$ cat src/rtl/parking_gate_sensor.sv
// parking_gate_sensor
//   Turns the raw outer/inner photo-beam pair of one parking-lot lane into
//   one-cycle entrance/exit pulses for the occupancy datapath. Each beam is
//   synchronized (two flops) and optionally debounced. A direction-tracking
//   FSM then pulses only after a complete, ordered traversal of both beams.
//
// Build option:
//   PARKING_SENSOR_DEBOUNCE_EN  defined   -> debounce stage present, DEBOUNCE honored
//                               undefined -> filtered beam = synchronized beam
//
// Parameters:
//   DEBOUNCE       consecutive synchronized cycles a new beam value must hold (>= 1)
//
// Ports:
//   clk            system clock, rising edge
//   reset          synchronous active-low reset
//   sensor_outer   raw street-side beam, 1 = blocked (asynchronous)
//   sensor_inner   raw lot-side beam, 1 = blocked (asynchronous)
//   entrance_gate  one-cycle pulse: completed entry
//   exit_gate      one-cycle pulse: completed exit
//   fault          one-cycle pulse on entry into the fault state
//   busy           high while the FSM is (about to be) outside IDLE
module parking_gate_sensor #(
  parameter int unsigned DEBOUNCE = 4
) (
  input  logic clk,
  input  logic reset,
  input  logic sensor_outer,
  input  logic sensor_inner,
  output logic entrance_gate,
  output logic exit_gate,
  output logic fault,
  output logic busy
);

  if (DEBOUNCE < 1) begin : g_bad_debounce
    $error("parking_gate_sensor: DEBOUNCE must be >= 1");
  end

  // Bit 1 = outer beam, bit 0 = inner beam throughout.
  logic [1:0] sync1;
  logic [1:0] sync2;
  logic [1:0] filt;

  always_ff @(posedge clk) begin
    if (!reset) begin
      sync1 <= '0;
      sync2 <= '0;
    end else begin
      sync1 <= {sensor_outer, sensor_inner};
      sync2 <= sync1;
    end
  end

`ifdef PARKING_SENSOR_DEBOUNCE_EN
  localparam int unsigned CW = $clog2(DEBOUNCE + 1);
  localparam logic [CW-1:0] LAST = CW'(DEBOUNCE - 1);

  logic [CW-1:0] cnt [2];

  // Counter tracks how long sync has disagreed with the filtered bit; the
  // filtered bit flips on the DEBOUNCE-th consecutive disagreeing edge.
  always_ff @(posedge clk) begin
    if (!reset) begin
      filt <= '0;
      for (int unsigned i = 0; i < 2; i++) cnt[i] <= '0;
    end else begin
      for (int unsigned i = 0; i < 2; i++) begin
        if (sync2[i] == filt[i]) begin
          cnt[i] <= '0;
        end else if (cnt[i] == LAST) begin
          filt[i] <= sync2[i];
          cnt[i]  <= '0;
        end else begin
          cnt[i] <= cnt[i] + CW'(1);
        end
      end
    end
  end
`else
  assign filt = sync2;
`endif

  typedef enum logic [2:0] {
    IDLE, IN1, IN2, IN3, OUT1, OUT2, OUT3, FAULT
  } state_t;

  state_t state;
  state_t nxt;
  logic   go_ent;
  logic   go_ext;

  always_comb begin
    nxt    = state;
    go_ent = 1'b0;
    go_ext = 1'b0;
    case (state)
      IDLE:
        case (filt)
          2'b10:   nxt = IN1;
          2'b01:   nxt = OUT1;
          2'b11:   nxt = FAULT;
          default: ;
        endcase
      IN1:
        case (filt)
          2'b11:   nxt = IN2;
          2'b00:   nxt = IDLE;
          2'b01:   nxt = FAULT;
          default: ;
        endcase
      IN2:
        case (filt)
          2'b01:   nxt = IN3;
          2'b10:   nxt = IN1;
          2'b00:   nxt = FAULT;
          default: ;
        endcase
      IN3:
        case (filt)
          2'b00: begin
            nxt    = IDLE;
            go_ent = 1'b1;
          end
          2'b11:   nxt = IN2;
          2'b10:   nxt = FAULT;
          default: ;
        endcase
      OUT1:
        case (filt)
          2'b11:   nxt = OUT2;
          2'b00:   nxt = IDLE;
          2'b10:   nxt = FAULT;
          default: ;
        endcase
      OUT2:
        case (filt)
          2'b10:   nxt = OUT3;
          2'b01:   nxt = OUT1;
          2'b00:   nxt = FAULT;
          default: ;
        endcase
      OUT3:
        case (filt)
          2'b00: begin
            nxt    = IDLE;
            go_ext = 1'b1;
          end
          2'b11:   nxt = OUT2;
          2'b01:   nxt = FAULT;
          default: ;
        endcase
      FAULT:
        if (filt == 2'b00) nxt = IDLE;
      default: nxt = IDLE;
    endcase
  end

  always_ff @(posedge clk) begin
    if (!reset) begin
      state         <= IDLE;
      entrance_gate <= 1'b0;
      exit_gate     <= 1'b0;
      fault         <= 1'b0;
      busy          <= 1'b0;
    end else begin
      state         <= nxt;
      entrance_gate <= go_ent;
      exit_gate     <= go_ext;
      // FAULT self-loops on any non-00 pair, so pulse only on the way in.
      fault         <= (nxt == FAULT) && (state != FAULT);
      busy          <= (nxt != IDLE);
    end
  end

endmodule

$ cat config.mk
export PLATFORM = sky130hd
export DESIGN_NAME = parking_gate_sensor
export DESIGN_NICKNAME = d
export VERILOG_FILES = /design/src/rtl/parking_gate_sensor.sv
export SDC_FILE = /design/constraint.sdc
export NUM_CORES = 1
export LEC_CHECK = 0
export ABC_AREA = 1
export CAP_MARGIN = 20
export CORE_MARGIN = 4
export CORE_UTILIZATION = 35
export CTS_BUF_LIST = sky130_fd_sc_hd__clkbuf_2
export CTS_CLUSTER_DIAMETER = 50
export DETAILED_ROUTE_END_ITERATION = 10
export PLACE_DENSITY_LB_ADDON = 0.1
export SLEW_MARGIN = 0
export SYNTH_ARGS = -nofsm -noshare
export SYNTH_HDL_FRONTEND = slang
export SYNTH_SLANG_ARGS = --single-unit
$ cat constraint.sdc
create_clock -name clk -period 1.1 [get_ports clk]
set_input_delay 0.165 -clock clk [delete_from_list [all_inputs] [get_ports clk]]
set_output_delay 0.165 -clock clk [all_outputs]
set_load 0.02 [all_outputs]
==> flow_summary.yaml <==
drt:
  route.vias.total: 648
  firstDrtPassIters: 4
  wl_um: 1410
  via_per_inst: 5.02
  wire_per_inst_um: 10.9
  detail-route-antenna-nets: 0
  drtIter0Drc: 12
  drc: 0
floorplan:
  die_y_um: 48.6
  start_util: 0.378
  die_w_um: 48.6
  pin_count: 8
  dieArea_mm2: 0.00236
  fp.coreArea_mm2: 0.00152
  fp-row-count: 14
power_and_ir_drop:
  p_total_mw: 1.98
  p_leak_nw: 0.459
  p_per_area_mw_per_mm2: 2300
  ir_drop_mv: 0.984
sta:
  rsz0062_at_grt: "yes"
  hold_slack_ns: 0.415
  post-route-period-util: 1.07
  final.setup.worst_slack_ns: -0.0728
  hold_viol_final: 0
  max_slew.worst_pin.slew_ns: 0.260
  clock_skew_ns: 0.00725
  setup_violations: 3
  period_needed_ns: 1.17
  timing.fmax_mhz: 853
  maxSlewViolCount: 0
  maxSlewHeadroom: 0.826
worst_hold_path:
  min_from: "sync1[0]"
  hold_path.class: "reg -> reg"
  holdPathEnd: "filt[0]"
  hold_depth: 2
worst_setup_path:
  crit_top_cell: "buf_4"
  reg2regPathDepth: 6
  worst-path-buf-inv: 2
  critPathCaptureType: "flip-flop"
  critPathKind: "reg -> reg"
  startpoint_type: "flip-flop"
  path_cells: "buf_4, nand3_1, nand3_2, nor2_2, a21oi_2, buf_4"
  reg2reg_slack_ns: -0.07
  slowest_delay_ns: 0.38
  arrival_ns: 1.34
  path_max_fanout: 4
  cpLargestDelayFamily: "flip-flops"
  cp_data_required_time_ns: 1.26
  r2r_end: "state[2]"
  crit-reg2reg-launch: "state[2]"
  cp_slowest_cell: "dfxtp_4"
logic_synthesis:
  yosys_warnings: 0
  ys_seq_area_frac: 0.383
  avgSynthCellArea_um2: 6.40
  synth_top_area_frac: 0.383
  synth_area_leaders: "dfxtp_1, nand2_1, nor2_1"
  async_flop_share: 0
  syn_nets: 94
  yosys_register_bits: 11
  synth_edf_count: 0
  synth_top_area_cell: "dfxtp_1"
  ys.flop_type: "dfxtp_1"
  post-synth-top-count-cell: "nand2_1"
  ys_types: 19
  synth_common_cells: "nand2_1, nor2_1, dfxtp_1, inv_1, nand3_1"
  synth_cells: 90
  syn-cell-area_um2: 576
cts:
  cts.clk_slew.worst_paths_ns: 0.11
  clk_latency_ns: 0.26
  cts_tree: "yes"
  cts_sinks: 11
  htreeDepth: 1
  clock-root-buffer: "clkbuf_2"
  postCtsHoldBufs: 0
  clockBufferDepth: 2
  cts_made_buffers: 3
placement:
  pre_cts_slack_ns: -0.144
  hpwl_um: 1010
  routabilityCongestion: 0.881
  io_buffers: 7
  dp_cells: 124
global_route:
  grt_pass1_wl_um: 2250
  grt_max_degree: 10
  first_global_vias: 563
  grt_overflow_total: 0
  grt_use_total: 0.120
  antenna_found_initial: 0
cells_and_area:
  diodes: 0
  nFillCells: 143
  nNetsFinal: 118
  drive_gt1_frac: 0.434
  fin_cells: 129
  area_delta_synth_final_pct: 49.1
run_status:
  status: "finished, violations left"
  violations: "setup timing"
flow_run:
  maxCapViolCount: 0
## routing by layer
layer,track usage,vias to the layer above,wire [um]
met5,0,-,0
met4,0.0448,0,31
met3,0.0552,6,92
met2,0.202,26,721
met1,0.129,287,563
li1,-,329,-
## area by class of cell
type | count | area, um^2 | area share
well taps | 16 | 20.0 | 0.0233
inverters | 14 | 62.6 | 0.0729
flip-flops and latches | 11 | 239 | 0.278
multi-input cells | 62 | 338 | 0.394
clock inverters | 1 | 5.00 | 0.00583
repair buffers | 22 | 179 | 0.208
clock buffers | 3 | 15.0 | 0.0175
## worst register-to-register path: stages (launching register included)
cell and delay (ns):
dfxtp_4 0.38, buf_4 0.15, nand3_1 0.12, nand3_2 0.09, nor2_2 0.14, a21oi_2 0.07
buf_4 0.13
## per-stage QoR
step	TNS, ns	utilization	instance area, um^2
2_1_floorplan	0	-	581
3_3_place_gp	-0.563	0.494	753
3_5_place_dp	-0.470	0.494	753
4_1_cts	-0.151	0.530	807
5_1_grt	-0.622	0.563	858
6_report	-0.187	0.563	858
## cell families (layout without fill, tap and decap cells)
group                  count (synthesis)  after routing  share of synthesized area
DFF                                   11             11                      0.383
AOI/OAI and AO/OA                      9              9                     0.0978
buffers and inverters                 17             40                      0.135
and+or+nand+nor                       53             53                      0.385
## state kept, by name, indices dropped and copies added, names as in the netlist
name	flops
fault	1
state	3
busy	1
exit_gate	1
sync1	2
filt	2
entrance_gate	1
## worst max-delay path by stage
stage | from | end | slack, ns | cells after the start
final | state[2] | state[2] | -0.07 | 6
after global routing | state[0] | fault | -0.20 | 9
after CTS | filt[0] | state[2] | -0.05 | 7
after detailed placement | state[2] | fault | -0.14 | 7
after global placement | state[2] | busy | -0.17 | 7
after floorplan | state[2] | busy | 0.005 | 8
## what timing repair did
action | in CTS | in global routing
gates resized for setup | 19 | 24
buffers inserted | 1 | 0
endpoints found under the setup margin | 9 | 8
pin swaps | 0 | 9
## where the power goes
part | leakage (nW) | switching (mW) | internal (mW)
registers | 0.0939 | 0.118 | 0.517
clock network | 0.0164 | 0.139 | 0.0823
logic | 0.349 | 0.611 | 0.511
## cell usage in the layout (no fill, tap or decap), drive strengths merged
cell,netlist,routed
clkinv,0,1
nand4,2,2
dlygate4sd2,0,1
o21ai,5,5
nand2,26,26
clkdlybuf4s50,0,3
buf,2,15
clkdlybuf4s15,0,1
clkbuf,1,5
nor2,14,14
nand3,9,9
a21o,1,1
o211ai,2,2
nor3,1,1
nor4,1,1
dfxtp,11,11
inv,14,14
a21oi,1,1
No activity file was read; power rests on OpenSTA's default activity.
